**config.mk**
```make
export PLATFORM = sky130hd
export DESIGN_NAME = led_sequence_ctrl
export DESIGN_NICKNAME = d
export VERILOG_FILES = /design/src/rtl/led_sequence_ctrl.sv
export SDC_FILE = /design/constraint.sdc
export NUM_CORES = 1
export LEC_CHECK = 0
export ABC_AREA = 0
export CORE_UTILIZATION = 40
export CTS_CLUSTER_DIAMETER = 30
export CTS_CLUSTER_SIZE = 8
export DETAILED_ROUTE_END_ITERATION = 16
export MAX_ROUTING_LAYER = met4
export PLACE_DENSITY_LB_ADDON = 0.15
export SLEW_MARGIN = 20
export SYNTH_ARGS = -nofsm -noshare
export SYNTH_HDL_FRONTEND = slang
export SYNTH_SLANG_ARGS = --single-unit
```
**constraint.sdc**
```tcl
create_clock -name clk -period 5.2 [get_ports clk]
set_input_delay 1.04 -clock clk [delete_from_list [all_inputs] [get_ports clk]]
set_output_delay 1.04 -clock clk [all_outputs]
set_load 0.005 [all_outputs]
```
**src/rtl/led_sequence_ctrl.sv**
```systemverilog
// led_sequence_ctrl: plays a run-time loaded table of (LED pattern, duration)
// steps on the 8 user LEDs, either once or in a loop.
module led_sequence_ctrl #(
    parameter int CLK_FREQ = 25_000_000,
    parameter int TICK_HZ  = 1000,
    parameter int STEPS    = 8,
    parameter int DUR_W    = 16
) (
    input  logic                     clk,
    input  logic                     rst_n,
    input  logic                     cfg_we,
    input  logic [$clog2(STEPS)-1:0] cfg_addr,
    input  logic [7:0]               cfg_pattern,
    input  logic [DUR_W-1:0]         cfg_dur,
    input  logic [$clog2(STEPS):0]   seq_len,
    input  logic                     loop_en,
    input  logic                     cmd_start,
    input  logic                     cmd_stop,
    output logic [7:0]               leds,
    output logic                     busy,
    output logic [$clog2(STEPS)-1:0] step_idx,
    output logic                     done,
    output logic                     cfg_err
);

    localparam int TICK_DIV = CLK_FREQ / TICK_HZ;
    localparam int IDX_W    = $clog2(STEPS);
    localparam int PS_W     = $clog2(TICK_DIV);

    localparam logic [PS_W-1:0]  PS_LAST = PS_W'(TICK_DIV - 1);
    localparam logic [IDX_W:0]   LEN_MAX = (IDX_W + 1)'(STEPS);
    localparam logic [IDX_W:0]   LEN_ONE = (IDX_W + 1)'(1);
    localparam logic [DUR_W-1:0] DUR_ONE = DUR_W'(1);
    localparam logic [IDX_W-1:0] IDX_ONE = IDX_W'(1);

    typedef enum logic [1:0] {
        IDLE = 2'd0,
        LOAD = 2'd1,
        RUN  = 2'd2
    } state_t;

    state_t            state_q;
    logic [7:0]        leds_q;
    logic              busy_q;
    logic [IDX_W-1:0]  step_idx_q;
    logic              done_q;
    logic              cfg_err_q;
    logic [PS_W-1:0]   ps_q;
    logic [DUR_W-1:0]  rem_q;
    logic [IDX_W:0]    len_q;
    logic              loop_q;

    // Step table; intentionally not reset, contents are loaded before use.
    logic [7:0]        pat_mem [STEPS];
    logic [DUR_W-1:0]  dur_mem [STEPS];

    logic              tick;
    logic              last_step;
    logic              len_ok;

    // Prescaler terminal count, last-step detect and start-length validation.
    always_comb begin
        tick      = (ps_q == PS_LAST);
        last_step = ({1'b0, step_idx_q} == (len_q - LEN_ONE));
        len_ok    = (seq_len != '0) && (seq_len <= LEN_MAX);
    end

    // Table writes are only accepted while idle.
    always_ff @(posedge clk) begin
        if (cfg_we && (state_q == IDLE)) begin
            pat_mem[cfg_addr] <= cfg_pattern;
            dur_mem[cfg_addr] <= cfg_dur;
        end
    end

    // Sequencer FSM with registered outputs; stop overrides every other action.
    always_ff @(posedge clk or negedge rst_n) begin
        if (!rst_n) begin
            state_q    <= IDLE;
            leds_q     <= '0;
            busy_q     <= 1'b0;
            step_idx_q <= '0;
            done_q     <= 1'b0;
            cfg_err_q  <= 1'b0;
            ps_q       <= '0;
            rem_q      <= '0;
            len_q      <= '0;
            loop_q     <= 1'b0;
        end else begin
            done_q    <= 1'b0;
            cfg_err_q <= cfg_we && (state_q != IDLE);
            if (cmd_stop) begin
                state_q    <= IDLE;
                leds_q     <= '0;
                busy_q     <= 1'b0;
                step_idx_q <= '0;
                ps_q       <= '0;
                rem_q      <= '0;
            end else begin
                case (state_q)
                    IDLE: begin
                        leds_q <= '0;
                        busy_q <= 1'b0;
                        if (cmd_start) begin
                            if (len_ok) begin
                                len_q      <= seq_len;
                                loop_q     <= loop_en;
                                step_idx_q <= '0;
                                busy_q     <= 1'b1;
                                state_q    <= LOAD;
                            end else begin
                                cfg_err_q  <= 1'b1;
                            end
                        end
                    end
                    LOAD: begin
                        leds_q  <= pat_mem[step_idx_q];
                        rem_q   <= (dur_mem[step_idx_q] == '0) ? DUR_ONE : dur_mem[step_idx_q];
                        ps_q    <= '0;
                        state_q <= RUN;
                    end
                    RUN: begin
                        if (tick) begin
                            ps_q  <= '0;
                            rem_q <= rem_q - DUR_ONE;
                            if (rem_q == DUR_ONE) begin
                                if (!last_step) begin
                                    step_idx_q <= step_idx_q + IDX_ONE;
                                    state_q    <= LOAD;
                                end else if (loop_q) begin
                                    step_idx_q <= '0;
                                    state_q    <= LOAD;
                                end else begin
                                    leds_q  <= '0;
                                    busy_q  <= 1'b0;
                                    done_q  <= 1'b1;
                                    state_q <= IDLE;
                                end
                            end
                        end else begin
                            ps_q <= ps_q + PS_W'(1);
                        end
                    end
                    default: begin
                        state_q <= IDLE;
                    end
                endcase
            end
        end
    end

    assign leds     = leds_q;
    assign busy     = busy_q;
    assign step_idx = step_idx_q;
    assign done     = done_q;
    assign cfg_err  = cfg_err_q;

endmodule
```
Word level (Yosys, flattened, before mapping)
Memory sizes are Yosys's and may differ from the RTL's. Index checks and enable logic that the tools add are counted.

Register bits: 52. Output and inout bits: 14. Logic and storage cells: 95. Bits in writable memories: 192. Memories: 2. Bits of input ports: 37.

Memory list: dur_mem (words 8, width 16, read ports 1, clocked after Yosys merged registers in 0, wr ports 1, line 55) `logic [DUR_W-1:0] dur_mem [STEPS];`; pat_mem (words 8, width 8, read ports 1, clocked after Yosys merged registers in 0, wr ports 1, line 54) `logic [7:0] pat_mem [STEPS];`.

Equal/unequal tests: 12. Muxes and demuxes: 49. Reduce and logical (&&, ||, !) cells: 16. $add $sub $neg: 4. Bitwise logic cells: 1. Magnitude comparators: 1.

Operators by type and width (number): $mux 16 (3); $mux 8 (5); $pmux 16 s2 (1); $mux 15 (2); $pmux 15 s2 (1); $pmux 8 s3 (1); $mux 1 (21); $mux 3 (7); $ne 3x3->1 const B (6); $eq 16x1->1 const B (1); $logic_not 16->1 (1); $sub 16x1->16 const B (1); $add 15x1->15 const B (1); $eq 15x15->1 const B (1); $mux 2 (5); $reduce_and 5->1 (2); $reduce_and 4->1 (2); $reduce_bool 4->1 (2); $pmux 2 s3 (1); $pmux 3 s2 (1); $reduce_and 6->1 (1); $reduce_bool 3->1 (2); $eq 3x4->1 (1); $le 4x4->1 const B (1); 11 further kinds (13).

Longest topological paths before layout
Gate-level depths: netlist of run 1.

Depth in word-level cells: 7. Gate-level depth with buffers: 10. Mapped depth without buffers: 9.

Worst setup path before layout of run 1
No wires, ideal clock.

Path kind: input -> register. Start point: input port cfg_addr[0]. End point: memory dur_mem[2][0], enable pin. Setup slack: 1.887 ns. Data required time: 4.765 ns. Setup time: 0.435 ns. Arrival time: 2.877 ns. Stages on the path: 2. Path buffers: 0. Cell sequence: nand2b_1 -> nor3_1.

RTL lines: from (decl) (line 12) `input logic [$clog2(STEPS)-1:0] cfg_addr,`; to (decl) (line 55).

Straight into the memory's write port.

Worst setup path in the final report of run 1
Start point: register step_idx_q[0], in the netlist step_idx[0]. End point: output port step_idx[0].

RTL lines: from (decl) (line 45) `logic [IDX_W-1:0] step_idx_q;`; from (signal assigned) (line 128) `step_idx_q <= step_idx_q + IDX_ONE;`; to (decl) (line 21) `output logic [$clog2(STEPS)-1:0] step_idx,`.

No word-level cell between the ends.

==> results.sh, run 1 <==
export IMPL_n_antenna_cell=0
export IMPL_vias=6272
export IMPL_final_area_mm2=0.0131
export IMPL_status="finished clean"
export IMPL_cts_num_sinks=244
export IMPL_layout_commonest_cell="edfxtp_1"
export IMPL_die_area_mm2=0.0263
export IMPL_final_cell_mix="192 x edfxtp_1, 66 x nand2_1, 57 x clkbuf_16"
export IMPL_cp_buffers_inverters=1
export IMPL_ys_types=54
export IMPL_finalCritPeriodShare_pct=63.3
export IMPL_drt_antenna_violating_nets=0
export IMPL_rsz0062_at_grt="no"
export IMPL_cp_max_fo=49
export IMPL_cts_buffer_depth=3
export IMPL_clk_latency_ns=0.57
export IMPL_syn_area_per_cell_um2=15.1
export IMPL_wl_mm=23.0
export IMPL_synth_seq_area_share_pct=68.9
export IMPL_arrival_ns=2.25
export IMPL_end_kind="output port"
export IMPL_core_area_mm2=0.0252
export IMPL_syn_inst=678
export IMPL_via_per_inst=5.46
export IMPL_path_delay_family="flip-flops"
export IMPL_cts_resized=0
export IMPL_synth_top_area_share_pct=56.2
export IMPL_htreeDepth=2
export IMPL_hold_buffers=0
export IMPL_cts_setup_buffers=0
export IMPL_max_cap_violations=0
export IMPL_place_gp_congestion=0.854
export IMPL_synth_area_leaders="edfxtp_1 56%, dfrtp_1 13%, mux4_2 7.5%"
export IMPL_synth_area_leader_cell="edfxtp_1"
export IMPL_leakage_nw=4.54
export IMPL_dp_hpwl_mm=13.2
export IMPL_setup_worst_path_start_class="flip-flop"
export IMPL_grtUsageTotal_pct=18.9
export IMPL_drtPass1Iterations=5
export IMPL_syn_to_final_growth_pct=27.2
export IMPL_r2r_start="state_q[0]"
export IMPL_route_detailed_drc=0
export IMPL_path_clk_slew_ns=0.04
export IMPL_grt_antenna_before_repair=0
export IMPL_setup_tns_ns=0
export IMPL_syn_num_nets=725
export IMPL_die_w_um=162
export IMPL_worstMarginPinSlew_ns=0.928
export IMPL_place_area_mm2=0.0112
export IMPL_fmax_ghz=0.304
export IMPL_rrSetupSlack_ns=1.97
export IMPL_drtIter0Drc=366
export IMPL_worstReg2RegEnd="rem_q[3]"
export IMPL_cts_buffers=56
export IMPL_worstSetupPathType="flip-flop to output port"
export IMPL_final_nets=819
export IMPL_ys_warn_count=0
export IMPL_layout_drive_gt1_share_pct=19.8
export IMPL_port_buffers=50
export IMPL_post_route_min_period_ns=3.29
export IMPL_synth_area_mm2=0.0103
export IMPL_wl_per_cell_um=20.0
export IMPL_max_stage_delay_ns=1.03
export IMPL_cts_tree="done"
export IMPL_grt_max_degree=50
export IMPL_cpMaxStageDelayCell="dfrtp_4"
export IMPL_nFillCells=2085
export IMPL_grt_pass1_vias=6619
export IMPL_finalHoldViolCount=0
export IMPL_required_ns=4.16
export IMPL_power_density_mw_per_mm2=517
export IMPL_place_inst=1044
export IMPL_max_slew_margin_pct=38.2
export IMPL_grt_pass1_wl_mm=36.7
export IMPL_io_pins=51
export IMPL_die_h_um=162
export IMPL_cp_cell_sequence="clkdlybuf4s50_1"
export IMPL_hp_class="input pin to asynchronous set/reset pin"
export IMPL_clock_tree_root_cell="clkbuf_16"
export IMPL_ys_ff_latch=244
export IMPL_num_rows=58
export IMPL_reg2reg_depth=9
export IMPL_ir_drop_v=0.000340
export IMPL_setup_viol=0
export IMPL_final_cells=1148
export IMPL_finalClockSkew_ns=0.0334
export IMPL_grt_ovfl_total=0
export IMPL_power_mw=6.75
export IMPL_start_util_pct=40.8
export IMPL_slew_violations=0
[flip-flops by register name (all words and copies together) (netlist names)]
signal,count
step_idx,3
done,1
cfg_err,1
state_q,2
loop_q,1
dur_mem,128
leds,8
rem_q,16
busy,1
ps_q,15
pat_mem,64
len_q,4
[layout make-up]
type	instances	area (um2)	share of cell area, %
Clock buffer	68	1510	11.6
Clock inverter	36	383	2.93
Inverter	14	52.6	0.403
Multi-Input combinational cell	393	3030	23.2
Sequential cell	244	7070	54.2
Tap cell	330	413	3.16
Timing Repair Buffer	63	593	4.54
[worst max path at each step]
stage                      from  depth (start not counted)  slack (ns)            end
finish              step_idx[0]                          1        1.91    step_idx[0]
global route         state_q[0]                          9        1.66       rem_q[5]
CTS                  state_q[0]                          9        1.54       rem_q[0]
detailed placement     cmd_stop                          8        1.44       rem_q[0]
global placement       cmd_stop                          8        1.58       rem_q[3]
floorplan           cfg_addr[0]                          2        1.89  dur_mem[2][0]
[worst register-to-register path, cell delays in order, from the launching register on]
cell	delay (ns)
dfrtp_1	0.45
inv_1	0.12
ha_2	0.58
inv_1	0.23
nor2_1	0.43
a21o_1	0.56
buf_4	0.36
o21ai_0	0.14
a21oi_1	0.15
o21ai_1	0.07
[report_power, final]
group          total [mW]  leakage, nW  switching (mW)  internal (mW)
clock                3.39        0.906            1.09           2.30
combinational       0.921         1.20           0.522          0.399
sequential           2.44         2.43           0.163           2.28
[layer usage]
layer  track usage, %  share of wire [%]  up-vias
li1                 -                  -     2865
met1             23.8                 45     3239
met2             30.6                 49      135
met3             4.01                4.1       33
met4             5.92                1.5        0
met5                -                  0        -
[cell families (layout without fill, tap and decap cells)]
kind of cell | count (synthesis) | count (layout) | share of synthesized area (%)
buffers and inverters | 41 | 181 | 1.89
AO/OA/AOI/OAI | 129 | 129 | 7.44
AND/OR/NAND/NOR | 169 | 169 | 8.13
adder cells (fa/ha/maj) | 10 | 10 | 1.22
XOR/XNOR | 9 | 9 | 0.768
multiplexers | 76 | 76 | 11.7
flip-flops | 244 | 244 | 68.9
[metrics by stage]
stage | hold WS (ns) | utilization, % | setup WS (ns)
after floorplan | 0.458 | - | 1.89
after global placement | 0.474 | 44.3 | 1.58
after detailed placement | 0.480 | 44.3 | 1.44
after CTS | 0.475 | 51.8 | 1.54
after global routing | 0.497 | 51.8 | 1.66
final | 0.475 | 51.8 | 1.91
[synth_stat cells, drive strengths merged]
master  number
a221o        2
and3         4
a211oi       1
o41a         1
a21o         3
nand4        9
ha          10
nor4b        1
o211ai       1
inv         14
nor2        22
a21oi       45
a31oi        2
xor2         9
or4b         1
or3b         1
a31o         1
and4         1
nand3        9
or2          2
nor4bb       1
o22ai       14
mux2i       31
nor3        24
nand2b       4
or4          4
buf         14
o21ai       45
or3          8
o31ai        6
nand2       66
a22o         4
clkbuf      13
nor3b        1
mux4        34
dfrtp       52
edfxtp     192
nor4         7
nand3b       1
mux2        11
o41ai        3
a211o        1
and2         3
Note: power is estimated with default switching activity, not from simulation.
==> inputs of run 2 (changes only) <==
- clock period: 5.2 -> 3 ns (I/O delays scaled with it)
==> run 2 against run 1 <==
Compared with the run above:
- final cell count rose by 0.87%
- largest cell class unchanged
- highest routed layer unchanged
- total power rose by 65%
- die area unchanged
- non-clock buffer count is 21 higher
- sequential power is 72% higher
- global-route usage increased by 0.40 points
- combinational power up 91%
- clock-buffer cell count is 5 higher
- routed wire length grew 2.5%
- via count increased by 0.78%
==> results.sh, run 2 (synthesized netlist as in run 1, its figures left out) <==
export IMPL_status="finished clean"
export IMPL_cts_num_sinks=244
export IMPL_ir_drop_v=0.000446
export IMPL_final_nets=835
export IMPL_hold_buffers=0
export IMPL_cts_tree="done"
export IMPL_n_antenna_cell=0
export IMPL_grt_pass1_vias=6631
export IMPL_setup_viol=0
export IMPL_setup_tns_ns=0
export IMPL_nFillCells=2058
export IMPL_end_kind="output port"
export IMPL_finalCritPeriodShare_pct=96.0
export IMPL_holdWs_ns=0.164
export IMPL_port_buffers=50
export IMPL_drt_antenna_violating_nets=0
export IMPL_cts_buffers=51
export IMPL_rsz0062_at_grt="no"
export IMPL_worstSetupPathType="flip-flop to output port"
export IMPL_wl_per_cell_um=20.4
export IMPL_wl_mm=23.6
export IMPL_start_util_pct=40.8
export IMPL_max_cap_violations=0
export IMPL_power_density_mw_per_mm2=856
export IMPL_leakage_nw=4.55
export IMPL_clk_latency_ns=0.55
export IMPL_slew_violations=0
export IMPL_path_clk_slew_ns=0.05
export IMPL_grt_pass1_wl_mm=37.5
export IMPL_die_h_um=162
export IMPL_finalHoldViolCount=0
export IMPL_largest_reg_flops=128
export IMPL_grtUsageTotal_pct=19.3
export IMPL_via_per_inst=5.46
export IMPL_place_gp_congestion=0.854
export IMPL_core_area_mm2=0.0252
export IMPL_layout_commonest_cell="edfxtp_1"
export IMPL_dp_hpwl_mm=14.6
export IMPL_post_route_min_period_ns=2.88
export IMPL_utilization_pct=51.7
export IMPL_grt_ovfl_total=0
export IMPL_vias=6321
export IMPL_max_slew_margin_pct=43.9
export IMPL_syn_to_final_growth_pct=26.9
export IMPL_htreeDepth=2
export IMPL_hp_class="input pin to asynchronous set/reset pin"
export IMPL_grt_max_degree=39
export IMPL_die_w_um=162
export IMPL_cts_buffer_depth=3
export IMPL_final_area_mm2=0.0130
export IMPL_setup_worst_path_start_class="flip-flop"
export IMPL_cp_max_fo=15
export IMPL_grt_antenna_before_repair=0
export IMPL_reg_largest_list="dur_mem (128), pat_mem (64), rem_q (16)"
export IMPL_reg2reg_depth=7
export IMPL_fmax_ghz=0.347
export IMPL_clock_tree_root_cell="clkbuf_16"
export IMPL_io_pins=51
export IMPL_arrival_ns=2.28
export IMPL_drtIter0Drc=554
export IMPL_route_detailed_drc=0
export IMPL_largest_register="dur_mem"
export IMPL_layout_drive_gt1_share_pct=20.2
export IMPL_final_cell_mix="192 x edfxtp_1, 66 x nand2_1, 51 x clkbuf_16"
export IMPL_num_rows=58
export IMPL_place_area_mm2=0.0114
export IMPL_finalClockSkew_ns=0.0300
export IMPL_worstMarginPinSlew_ns=0.841
export IMPL_drtPass1Iterations=5
export IMPL_required_ns=2.40
export IMPL_die_area_mm2=0.0263
## run 2: report_power, final
| group | total (mW) | leakage [nW] | internal (mW) | switching, mW |
|---|---|---|---|---|
| registers | 4.20 | 2.43 | 3.96 | 0.242 |
| logic | 1.76 | 1.33 | 0.757 | 1.00 |
| clock network | 5.19 | 0.787 | 3.46 | 1.74 |
| total | 11.1 | 4.55 | 8.17 | 2.98 |
## run 2: critical path, stage by stage (launching register included)
cell and delay, ns:
dfrtp_4 0.59, buf_4 0.21, buf_4 0.31, clkdlybuf4s50_1 0.61
## run 2: final timing paths
path	startpoint	to	slack, ns
worst max-delay path	step_idx[0]	step_idx[0]	0.12
worst min-delay path	rst_n	rem_q[0]	0.16
worst max register to register	step_idx[1]	rem_q[0]	0.35
worst min register to register	leds[2]	leds[2]	0.50
max in group asynchronous	rst_n	leds[6]	1.91
min in group clk	leds[2]	leds[2]	0.50
## run 2: cell type report
class / count / area [um2] / share of cell area [%]
clock buffer: 73 / 1420 / 10.9
clock inverter: 20 / 223 / 1.71
inverter: 14 / 52.6 / 0.404
multi-input combinational: 393 / 3050 / 23.4
sequential: 244 / 7070 / 54.3
tap: 330 / 413 / 3.17
timing repair buffer: 84 / 796 / 6.11
## run 2: metal layers
metal	GRT usage, %	share of wire, %
met1	25.3	45
met2	30.8	49
met3	3.65	5.1
met4	5.23	1.8
met5	-	0
## run 2: per-stage QoR
stage	power [mW]	instances	worst slack [ns]
floorplan	5.37	678	0.469
global placement	5.95	1064	0.290
detailed placement	6.00	1064	0.281
CTS	11.3	1158	0.0740
global route	11.6	1158	0.0243
finish	11.1	1158	0.120
## run 2: repair_timing
action | CTS | global route
endpoints found under the hold margin | 0 | 0
resized for setup | 0 | 0
endpoints found under the setup margin | 1 | 0
buffers inserted | 1 | 0
